### config.mk
export PLATFORM = sky130hd
export DESIGN_NAME = tlight_timer
export DESIGN_NICKNAME = d
export VERILOG_FILES = /design/src/rtl/tlight_pkg.sv /design/src/rtl/tlight_dwell_cnt.sv /design/src/rtl/tlight_timer.sv
export SDC_FILE = /design/constraint.sdc
export NUM_CORES = 1
export LEC_CHECK = 0
export BUFFER_PORTS_ARGS = -buffer_cell sky130_fd_sc_hd__buf_2
export CAP_MARGIN = 20
export CORE_MARGIN = 5
export CORE_UTILIZATION = 52
export DETAILED_ROUTE_END_ITERATION = 8
export PLACE_DENSITY = 0.84
export SLEW_MARGIN = 20
export SYNTH_ARGS = -nofsm -noshare
export SYNTH_HDL_FRONTEND = slang
export SYNTH_HIERARCHICAL = 1
export SYNTH_SLANG_ARGS = --single-unit
### constraint.sdc
create_clock -name clk -period 4.4 [get_ports clk]
set_clock_uncertainty 0.2 [all_clocks]
set_input_delay 0.66 -clock clk [delete_from_list [all_inputs] [get_ports clk]]
set_output_delay 0.66 -clock clk [all_outputs]
set_load 0.005 [all_outputs]
### src/rtl/tlight_pkg.sv
// -----------------------------------------------------------------------------
// tlight_pkg
// Shared types and defaults for the traffic-light pacing timer.
//   phase_t       : decoded lamp phase (GREEN, AMBER, RED, RED_AMBER, INVALID)
//   decode_phase  : maps the fed-back {r,a,g} lamp code onto phase_t
//   DEF_*         : default dwell lengths in clock cycles
// Optional build macro used by the top level: TLIGHT_TIMER_NIGHT_EN.
// -----------------------------------------------------------------------------
package tlight_pkg;

   typedef enum logic [2:0] {
      GREEN     = 3'd0,
      AMBER     = 3'd1,
      RED       = 3'd2,
      RED_AMBER = 3'd3,
      INVALID   = 3'd4
   } phase_t;

   localparam int DEF_CNT_W            = 8;
   localparam int DEF_GREEN_CYCLES     = 20;
   localparam int DEF_AMBER_CYCLES     = 4;
   localparam int DEF_RED_CYCLES       = 20;
   localparam int DEF_RED_AMBER_CYCLES = 3;
   localparam int DEF_MIN_GREEN_CYCLES = 8;
   localparam int DEF_PED_EXTRA_CYCLES = 10;

   function automatic phase_t decode_phase(input logic r, input logic a, input logic g);
      phase_t ph;
      case ({r, a, g})
         3'b001:  ph = GREEN;
         3'b010:  ph = AMBER;
         3'b100:  ph = RED;
         3'b110:  ph = RED_AMBER;
         default: ph = INVALID;
      endcase
      return ph;
   endfunction

endpackage

### src/rtl/tlight_dwell_cnt.sv
// -----------------------------------------------------------------------------
// tlight_dwell_cnt
// Detects phase changes, tracks cycles elapsed in the current phase and raises
// step once the supplied dwell has been reached.
// Ports:
//   clk, rst    : clock, synchronous active-high reset
//   phase       : decoded current phase
//   dwell       : dwell (cycles) the current phase must be visible for, >= 1
//   phase_chg   : current phase differs from the previous cycle's phase
//   step        : elapsed >= dwell-1, or phase is INVALID
// -----------------------------------------------------------------------------
module tlight_dwell_cnt
   import tlight_pkg::*;
#(
   parameter int CNT_W = DEF_CNT_W
) (
   input  logic             clk,
   input  logic             rst,
   input  phase_t           phase,
   input  logic [CNT_W-1:0] dwell,
   output logic             phase_chg,
   output logic             step
);

   localparam logic [CNT_W-1:0] CNT_MAX = '1;

   phase_t           prev_phase_reg;
   logic [CNT_W-1:0] cnt_reg;
   logic [CNT_W-1:0] cnt_next;
   logic [CNT_W-1:0] elapsed;

   assign phase_chg = (phase != prev_phase_reg);
   // A fresh phase starts counting from zero in its very first cycle.
   assign elapsed   = phase_chg ? '0 : cnt_reg;

   always_comb begin
      cnt_next = '0;
      if (phase != INVALID) begin
         // Saturate so a sequencer that ignores step keeps step asserted.
         cnt_next = (elapsed == CNT_MAX) ? CNT_MAX : elapsed + 1'b1;
      end
   end

   // INVALID forces step so the sequencer can walk itself back to a legal code.
   assign step = (phase == INVALID) || (elapsed >= dwell - 1'b1);

   always_ff @(posedge clk) begin
      if (rst) begin
         prev_phase_reg <= INVALID;
         cnt_reg        <= '0;
      end else begin
         prev_phase_reg <= phase;
         cnt_reg        <= cnt_next;
      end
   end

endmodule

### src/rtl/tlight_timer.sv
// -----------------------------------------------------------------------------
// tlight_timer
// Pacing stage for the r/a/g sequencer: decodes the fed-back lamps, times a
// per-phase dwell and issues step on the last cycle of each phase. Handles
// pedestrian requests (shortened green, extended red with walk lamp).
// Ports:
//   clk, rst     : clock, synchronous active-high reset
//   r, a, g      : lamp outputs fed back from the sequencer
//   btn          : pedestrian button (synchronous, level-sensitive)
//   night        : (only with TLIGHT_TIMER_NIGHT_EN) hold green while idle
//   step         : advance enable to the sequencer (combinational)
//   walk         : walk lamp, registered
//   req_pending  : pedestrian request latched and not yet served, registered
//   fault        : r/a/g code was not a legal phase, registered
// Build macro: TLIGHT_TIMER_NIGHT_EN adds the night input.
// -----------------------------------------------------------------------------
module tlight_timer
   import tlight_pkg::*;
#(
   parameter int CNT_W            = DEF_CNT_W,
   parameter int GREEN_CYCLES     = DEF_GREEN_CYCLES,
   parameter int AMBER_CYCLES     = DEF_AMBER_CYCLES,
   parameter int RED_CYCLES       = DEF_RED_CYCLES,
   parameter int RED_AMBER_CYCLES = DEF_RED_AMBER_CYCLES,
   parameter int MIN_GREEN_CYCLES = DEF_MIN_GREEN_CYCLES,
   parameter int PED_EXTRA_CYCLES = DEF_PED_EXTRA_CYCLES
) (
   input  logic clk,
   input  logic rst,
   input  logic r,
   input  logic a,
   input  logic g,
   input  logic btn,
`ifdef TLIGHT_TIMER_NIGHT_EN
   input  logic night,
`endif
   output logic step,
   output logic walk,
   output logic req_pending,
   output logic fault
);

   localparam logic [CNT_W-1:0] D_GREEN     = CNT_W'(GREEN_CYCLES);
   localparam logic [CNT_W-1:0] D_MIN_GREEN = CNT_W'(MIN_GREEN_CYCLES);
   localparam logic [CNT_W-1:0] D_AMBER     = CNT_W'(AMBER_CYCLES);
   localparam logic [CNT_W-1:0] D_RED       = CNT_W'(RED_CYCLES);
   localparam logic [CNT_W-1:0] D_RED_EXT   = CNT_W'(RED_CYCLES + PED_EXTRA_CYCLES);
   localparam logic [CNT_W-1:0] D_RED_AMBER = CNT_W'(RED_AMBER_CYCLES);

   phase_t           phase;
   logic             phase_chg;
   logic             step_raw;
   logic             night_hold;
   logic             serve_now;
   logic             served_cur;
   logic [CNT_W-1:0] dwell;
   logic             req_reg;
   logic             walk_reg;
   logic             fault_reg;
   logic             served_reg;

   assign phase = decode_phase(r, a, g);

   // A red is served when it is entered with a request latched; the flag then
   // persists for the remainder of that red so its dwell stays extended.
   assign serve_now  = phase_chg && (phase == RED) && req_reg;
   assign served_cur = (phase == RED) && (serve_now || (served_reg && !phase_chg));

   always_comb begin
      dwell = D_GREEN;
      case (phase)
         GREEN:     dwell = req_reg ? D_MIN_GREEN : D_GREEN;
         AMBER:     dwell = D_AMBER;
         RED:       dwell = served_cur ? D_RED_EXT : D_RED;
         RED_AMBER: dwell = D_RED_AMBER;
         default:   dwell = D_GREEN;
      endcase
   end

   tlight_dwell_cnt #(
      .CNT_W (CNT_W)
   ) u_dwell_cnt (
      .clk       (clk),
      .rst       (rst),
      .phase     (phase),
      .dwell     (dwell),
      .phase_chg (phase_chg),
      .step      (step_raw)
   );

`ifdef TLIGHT_TIMER_NIGHT_EN
   // Elapsed keeps counting while held, so releasing may step immediately.
   assign night_hold = night && !req_reg && (phase == GREEN);
`else
   assign night_hold = 1'b0;
`endif

   assign step = step_raw && !night_hold;

   always_ff @(posedge clk) begin
      if (rst) begin
         req_reg    <= 1'b0;
         walk_reg   <= 1'b0;
         fault_reg  <= 1'b0;
         served_reg <= 1'b0;
      end else begin
         served_reg <= served_cur;
         fault_reg  <= (phase == INVALID);
         if (serve_now) begin
            // A press coinciding with red entry is kept for the next red.
            req_reg  <= btn;
            walk_reg <= 1'b1;
         end else begin
            if (btn) begin
               req_reg <= 1'b1;
            end
            if (phase != RED) begin
               walk_reg <= 1'b0;
            end
         end
      end
   end

   assign walk        = walk_reg;
   assign req_pending = req_reg;
   assign fault       = fault_reg;

endmodule

### After elaboration in Yosys (flattened, before gate mapping)

Cells that the tools add are included.

| storage, ports and cells | value |
|---|---|
| output and inout bits | 4 |
| register bits after elaboration | 15 |

| operators by class | value |
|---|---|
| eq/ne operators | 12 |
| add/subtract/negate cells | 2 |
| mux-type cells | 10 |
| bitwise operators | 1 |
| reductions and logical operators | 11 |
| order comparisons | 1 |

Operators with widths:

| operator | count |
|---|---|
| 5-bit case mux with 4 select lines | 1 |
| 8-bit two-way mux | 2 |
| 3-bit case mux with 4 select lines | 1 |
| 3-bit by 2-bit equality test with 1-bit output (second input constant) | 3 |
| 3-bit equality test (second input constant) | 3 |
| 8-bit by 1-bit adder with 8-bit output (second input constant) | 1 |
| 8-bit equality test (second input constant) | 1 |
| 8-bit greater-or-equal comparator | 1 |
| 3-bit by 1-bit equality test with 1-bit output (second input constant) | 2 |
| 5-bit by 1-bit subtractor with 6-bit output (second input constant) | 1 |
| 5-bit two-way mux | 1 |
| 1-bit logical AND | 4 |
| 1-bit two-way mux | 4 |
| 4-bit two-way mux | 1 |
| 2-bit nonzero test | 2 |
| 3-bit logical NOT | 1 |
| 3-bit by 2-bit != test with 1-bit output (second input constant) | 1 |
| 3-bit != test | 1 |
| 3-bit != test (second input constant) | 1 |
| 1-bit logical OR | 2 |
| 2-bit OR reduction | 1 |
| 1-bit logical NOT | 1 |
| 1-bit NOT | 1 |

### Depth between registers and ports, before layout

| depth | value |
|---|---|
| depth after elaboration | 12 |
| mapped depth | 18 |
| depth with buffers taken out | 16 |

### By module

Netlist, hierarchy kept.

By module, submodules not included:

| module | area an instance (µm²) | sequential area each (µm²) | cells an instance | times used |
|---|---|---|---|---|
| tlight_dwell_cnt | 817.0 | 220.2 | 91 | 1 |
| tlight_timer | 256.5 | 80.1 | 32 | 1 |

### Worst setup path before layout

OpenSTA, ideal clock, no wires.

| timing | value |
|---|---|
| path type | input to output |
| start point | in g |
| end point | out step |
| arrival time | 3,518 ps |
| setup slack | 22 ps |
| stages | 18 |
| required time | 3,540 ps |
| path through | buf_2 > or3_1 > nand2_1 > xor2_1 > nor3_2 > buf_6 > inv_1 > mux2i_1 > a21oi_1 > inv_1 > ha_1 > nand2_1 > xor2_1 > ha_1 > a21o_1 > a21oi_1 > o21ai_0 > a31o_2 |

| on the way | value |
|---|---|
| longest elaborated chain between the ends | 12 |
| elaborated cells on any way between the ends | 23 |

RTL lines:

| element | RTL line | RTL |
|---|---|---|
| start: declaration | tlight_timer.sv:32 | `input logic g,` |
| 3-bit equality test (tied with other cells) | tlight_pkg.sv:29 | `case ({r, a, g})` |
| 3-bit case mux with 4 select lines (*) | tlight_pkg.sv:29 |  |
| via phase[2] | tlight_timer.sv:50 | `phase_t phase;` |
| 3-bit != test (*) | tlight_dwell_cnt.sv:32 | `assign phase_chg = (phase != prev_phase_reg);` |
| via phase_chg | tlight_timer.sv:51 | `logic phase_chg;` |
| 1-bit logical AND / 1-bit logical NOT (equally long branches) | tlight_timer.sv:66, tlight_timer.sv:67 |  |
| 1-bit logical AND, on equally long branches | tlight_timer.sv:66, tlight_timer.sv:67 |  |
| 1-bit logical OR (*) | tlight_timer.sv:67 | `assign served_cur = (phase == RED) && (serve_now \|\| (served_reg && !phase_chg));` |
| 1-bit logical AND (*) | tlight_timer.sv:67 |  |
| 4-bit two-way mux (*) | tlight_timer.sv:74 | `RED: dwell = served_cur ? D_RED_EXT : D_RED;` |
| 5-bit case mux with 4 select lines (*) | tlight_timer.sv:71 | `case (phase)` |
| via dwell[1] | tlight_timer.sv:56 | `logic [CNT_W-1:0] dwell;` |
| 5-bit by 1-bit subtractor with 6-bit output (*) | tlight_dwell_cnt.sv:45 | `assign step = (phase == INVALID) \|\| (elapsed >= dwell - 1'b1);` |
| 8-bit greater-or-equal comparator (*) | tlight_dwell_cnt.sv:45 |  |
| 1-bit logical OR (*) | tlight_dwell_cnt.sv:45 |  |
| end: declaration | tlight_timer.sv:37 | `output logic step,` |

Mark *: on every way through the listed nets, which the timed path passes. The rest lies on a longest branch.

### Worst setup path in the final report

Same ends and word-level chain as after synthesis.

==> metrics.cfg <==
[status]
status=finished clean

[sta]
slew_viol_final=0
fmax_mhz=233
setup_violations=0
fin_crit_sh_pct=97.6
fin_crit_ns=4.30
tightest_slew_ns=0.623
hold_viol=0
tns_ns=0
slew_headroom_pct=58.4
rsz0062_at_grt=true
holdWs_ns=0.351

[setup_path]
r2r-end=u_dwell_cnt/cnt_reg[2]$_SDFF_PP0_
critPathLaunchType=input port
reg2reg_depth=10
path_depth=15
crit_buf_inv=3
crit_chain=buf_8 -> or3_4 -> nand2_4 -> xor2_2 -> nor3_2 -> inv_2 -> nand4b_1 -> a31oi_4 -> nor4_4 -> nand2_1 -> xor2_1 -> ha_1 -> a211o_1 -> a31o_2 -> buf_2
critPathArrivalTime_ns=3.44
crit_path_start=g
cp_top_family=simple AND/OR/NAND/NOR gates
worstSetupPathType=in2out
required_ns=3.54
r2r_start=u_dwell_cnt/prev_phase_reg[0]$_SDFF_PP0_
cp_max_fo=5
crit_path_top_delay_cell=or3_4
r2r_setup_slack_ns=2.06
max_stage_delay_ns=0.40
crit_path_end_kind=primary output

[worst_hold_path]
hp-class=reg2reg
min_from=u_dwell_cnt/cnt_reg[7]$_SDFF_PP0_
holdPathEnd=u_dwell_cnt/cnt_reg[7]$_SDFF_PP0_
hold_depth=2

[run]
drv_cap=0

[power_and_ir_drop]
p_clk_share_pct=25.9
swShare_pct=30.4
p_sw_uw=96.4
ir_drop_v=0.000236
p_seq_share_pct=45.5
p_per_area_mw_per_mm2=221
p_comb_share_pct=28.6
leakagePower_uw=0.000624
p_int_uw=221

[yosys]
synthMuxAreaShare_pct=0.932
synth_fa_ha_area_share_pct=11.7
netlist_instances=123
ys_warn_count=6
ys_ff_latch=15
synth_compound_area_share_pct=15.4
synth_top_family_by_area=simple AND/OR/NAND/NOR gates
synthXorXnorAreaFrac_pct=9.79
ys_seq_area_share_pct=28.0
syn_area_per_cell_um2=8.73
yosys.cell_types.count=45
syn-cell-area_mm2=0.00107
synthSimpleGateAreaFrac_pct=29.3

[floorplan]
die_w_um=55.4
fp.coreArea_mm2=0.00196
die_h_um=55.4
io_pins=10
initial_utilization_pct=54.7
dieArea_mm2=0.00307
rows=16

[route]
wl_per_cell_um=14.1
firstDrtPassIters=4
dr_total_vias=1012
drc=0
via_per_inst=5.56
drt-total-wl_um=2570
initialDrtViolationCount=12
drtAntennaViolNets=0

[grt]
grt_usage_pct=16.7
grt_max_degree=11
grt.overflow.total=0
antenna_found_initial=0
global_route.usage.met3_pct=2.80
grt_pass1_wl_um=4160
grt_pass1_vias=948
grt_use_met2_pct=27.2
met1_usage_pct=21.3
grt.busiest_layer=met2

[clock_network]
cts_tree=built
clkLatencyLatePin_ns=0.29
cts_inserted_buffers=3
clock_tree.root_cell=clkbuf_4
htree_levels=1
clock_path_buffers=2
hold_buffers=0
clk_pin_slew_ns=0.09
cts_sinks=15

[finish]
largest_register_ffs=8
antenna_cells=0
fin_nets=172
final_cell_mix=buf_4, dfxtp_1, ha_1
syn_to_final_growth_pct=33.7
final_common_cell=buf_4
fill_cells=151
layout-drive-gt1-share_pct=36.1
stdcell_count=182

[placement]
port_buffers=9
dpl.hpwl_um=1840
place_congestion=0.841
dp_cells=173

==> Yosys cell counts (all sizes together) <==
cell type | n | share of area (%)
a211o | 1 | 0.82
o211a | 1 | 0.93
ha | 10 | 12
nor4 | 3 | 1.7
a31oi | 3 | 1.7
nand2b | 2 | 1.2
nand3 | 3 | 1.4
dfxtp | 15 | 28
xnor2 | 3 | 2.4
clkbuf | 1 | 0.35
a21o | 1 | 0.70
nand4b | 1 | 0.82
xor2 | 9 | 7.3
or3 | 1 | 0.58
nand2 | 7 | 3.1
nor4b | 1 | 0.82
and2 | 7 | 4.1
or2 | 1 | 0.58
nor2b | 2 | 1.2
a211oi | 3 | 3.0
a311oi | 1 | 0.82
a31o | 1 | 0.82
nor3b | 2 | 1.4
nand3b | 1 | 0.70
and3 | 2 | 1.2
conb | 1 | 0.35
and4 | 2 | 1.6
nor2 | 5 | 1.7
a21oi | 7 | 3.3
a32oi | 1 | 0.82
inv | 8 | 2.8
o21ai | 2 | 0.93
a21boi | 1 | 0.70
nand4 | 2 | 1.2
and2b | 1 | 0.70
nor3 | 6 | 4.2
mux2i | 1 | 0.93
nand4bb | 1 | 1.0
buf | 2 | 1.5
o2111ai | 1 | 0.82
==> per-layer routing <==
| metal | wire length, um | vias up |
|---|---|---|
| met5 | 0 | - |
| met4 | 35 | 0 |
| met3 | 41 | 4 |
| met2 | 1310 | 7 |
| met1 | 1190 | 493 |
| li1 | - | 508 |
==> worst max path at each step <==
| stage | endpoint | slack (ns) |
|---|---|---|
| 6_report | step | 0.10 |
| 5_1_grt | step | -0.07 |
| 3_5_place_dp | step | -0.1 |
| 4_1_cts | step | 0.001 |
| 2_1_floorplan | step | 0.02 |
| 3_3_place_gp | step | -0.07 |
==> power by group through the flow <==
| stage | sequential (uW) | combinational [uW] | clock [uW] |
|---|---|---|---|
| final | 144 | 90.7 | 82.1 |
| after global routing | 145 | 99.9 | 94.3 |
| after CTS | 144 | 74.5 | 82.3 |
| after detailed placement | 147 | 70.2 | 0 |
| after global placement | 146 | 66.8 | 0 |
| after floorplan | 146 | 44.9 | 0 |
==> worst min-delay path: cells and delay by family, from the launching register on <==
| kind | cells | cell delay [ns] |
|---|---|---|
| flops | 1 | 0.32 |
| compound gates | 1 | 0.08 |
| buf+inv | 1 | 0.12 |
==> cell type report <==
| cell class | count | area (um^2) | share of cell area, % |
|---|---|---|---|
| clock buffers | 4 | 26.3 | 1.83 |
| inverters | 8 | 30.0 | 2.09 |
| multi-input cells | 101 | 851 | 59.3 |
| flip-flops and latches | 15 | 300 | 20.9 |
| well taps | 27 | 33.8 | 2.35 |
| repair buffers | 27 | 194 | 13.5 |
==> stage by stage <==
stage / setup WS (ns) / total power [uW] / instance area [um^2] / util, %
finish: 0.104 / 317 / 1440 / 73.2
global route: -0.0708 / 339 / 1440 / 73.2
floorplan: 0.0219 / 191 / 1090 / -
CTS: 0.00139 / 300 / 1290 / 66.0
global placement: -0.0727 / 213 / 1240 / 63.5
detailed placement: -0.0985 / 217 / 1240 / 63.5
==> what timing repair did <==
item / 4_1_cts / 5_1_grt
pin swaps: 2 / 14
buffers inserted: 2 / 3
endpoints found under the hold margin: 0 / 0
setup endpoints to repair: 1 / 1
resized for setup: 3 / 24
cloned: 0 / 0
==> cells by family (layout without fill, tap and decap cells) <==
group | after synthesis | in the layout
mux | 1 | 1
flops | 15 | 15
xor+xnor | 12 | 12
simple gates | 50 | 50
compound gates | 23 | 23
buf+inv | 11 | 39
fa+ha+maj | 10 | 10
other cells | 1 | 5
Power figures use the tool's default switching activity.
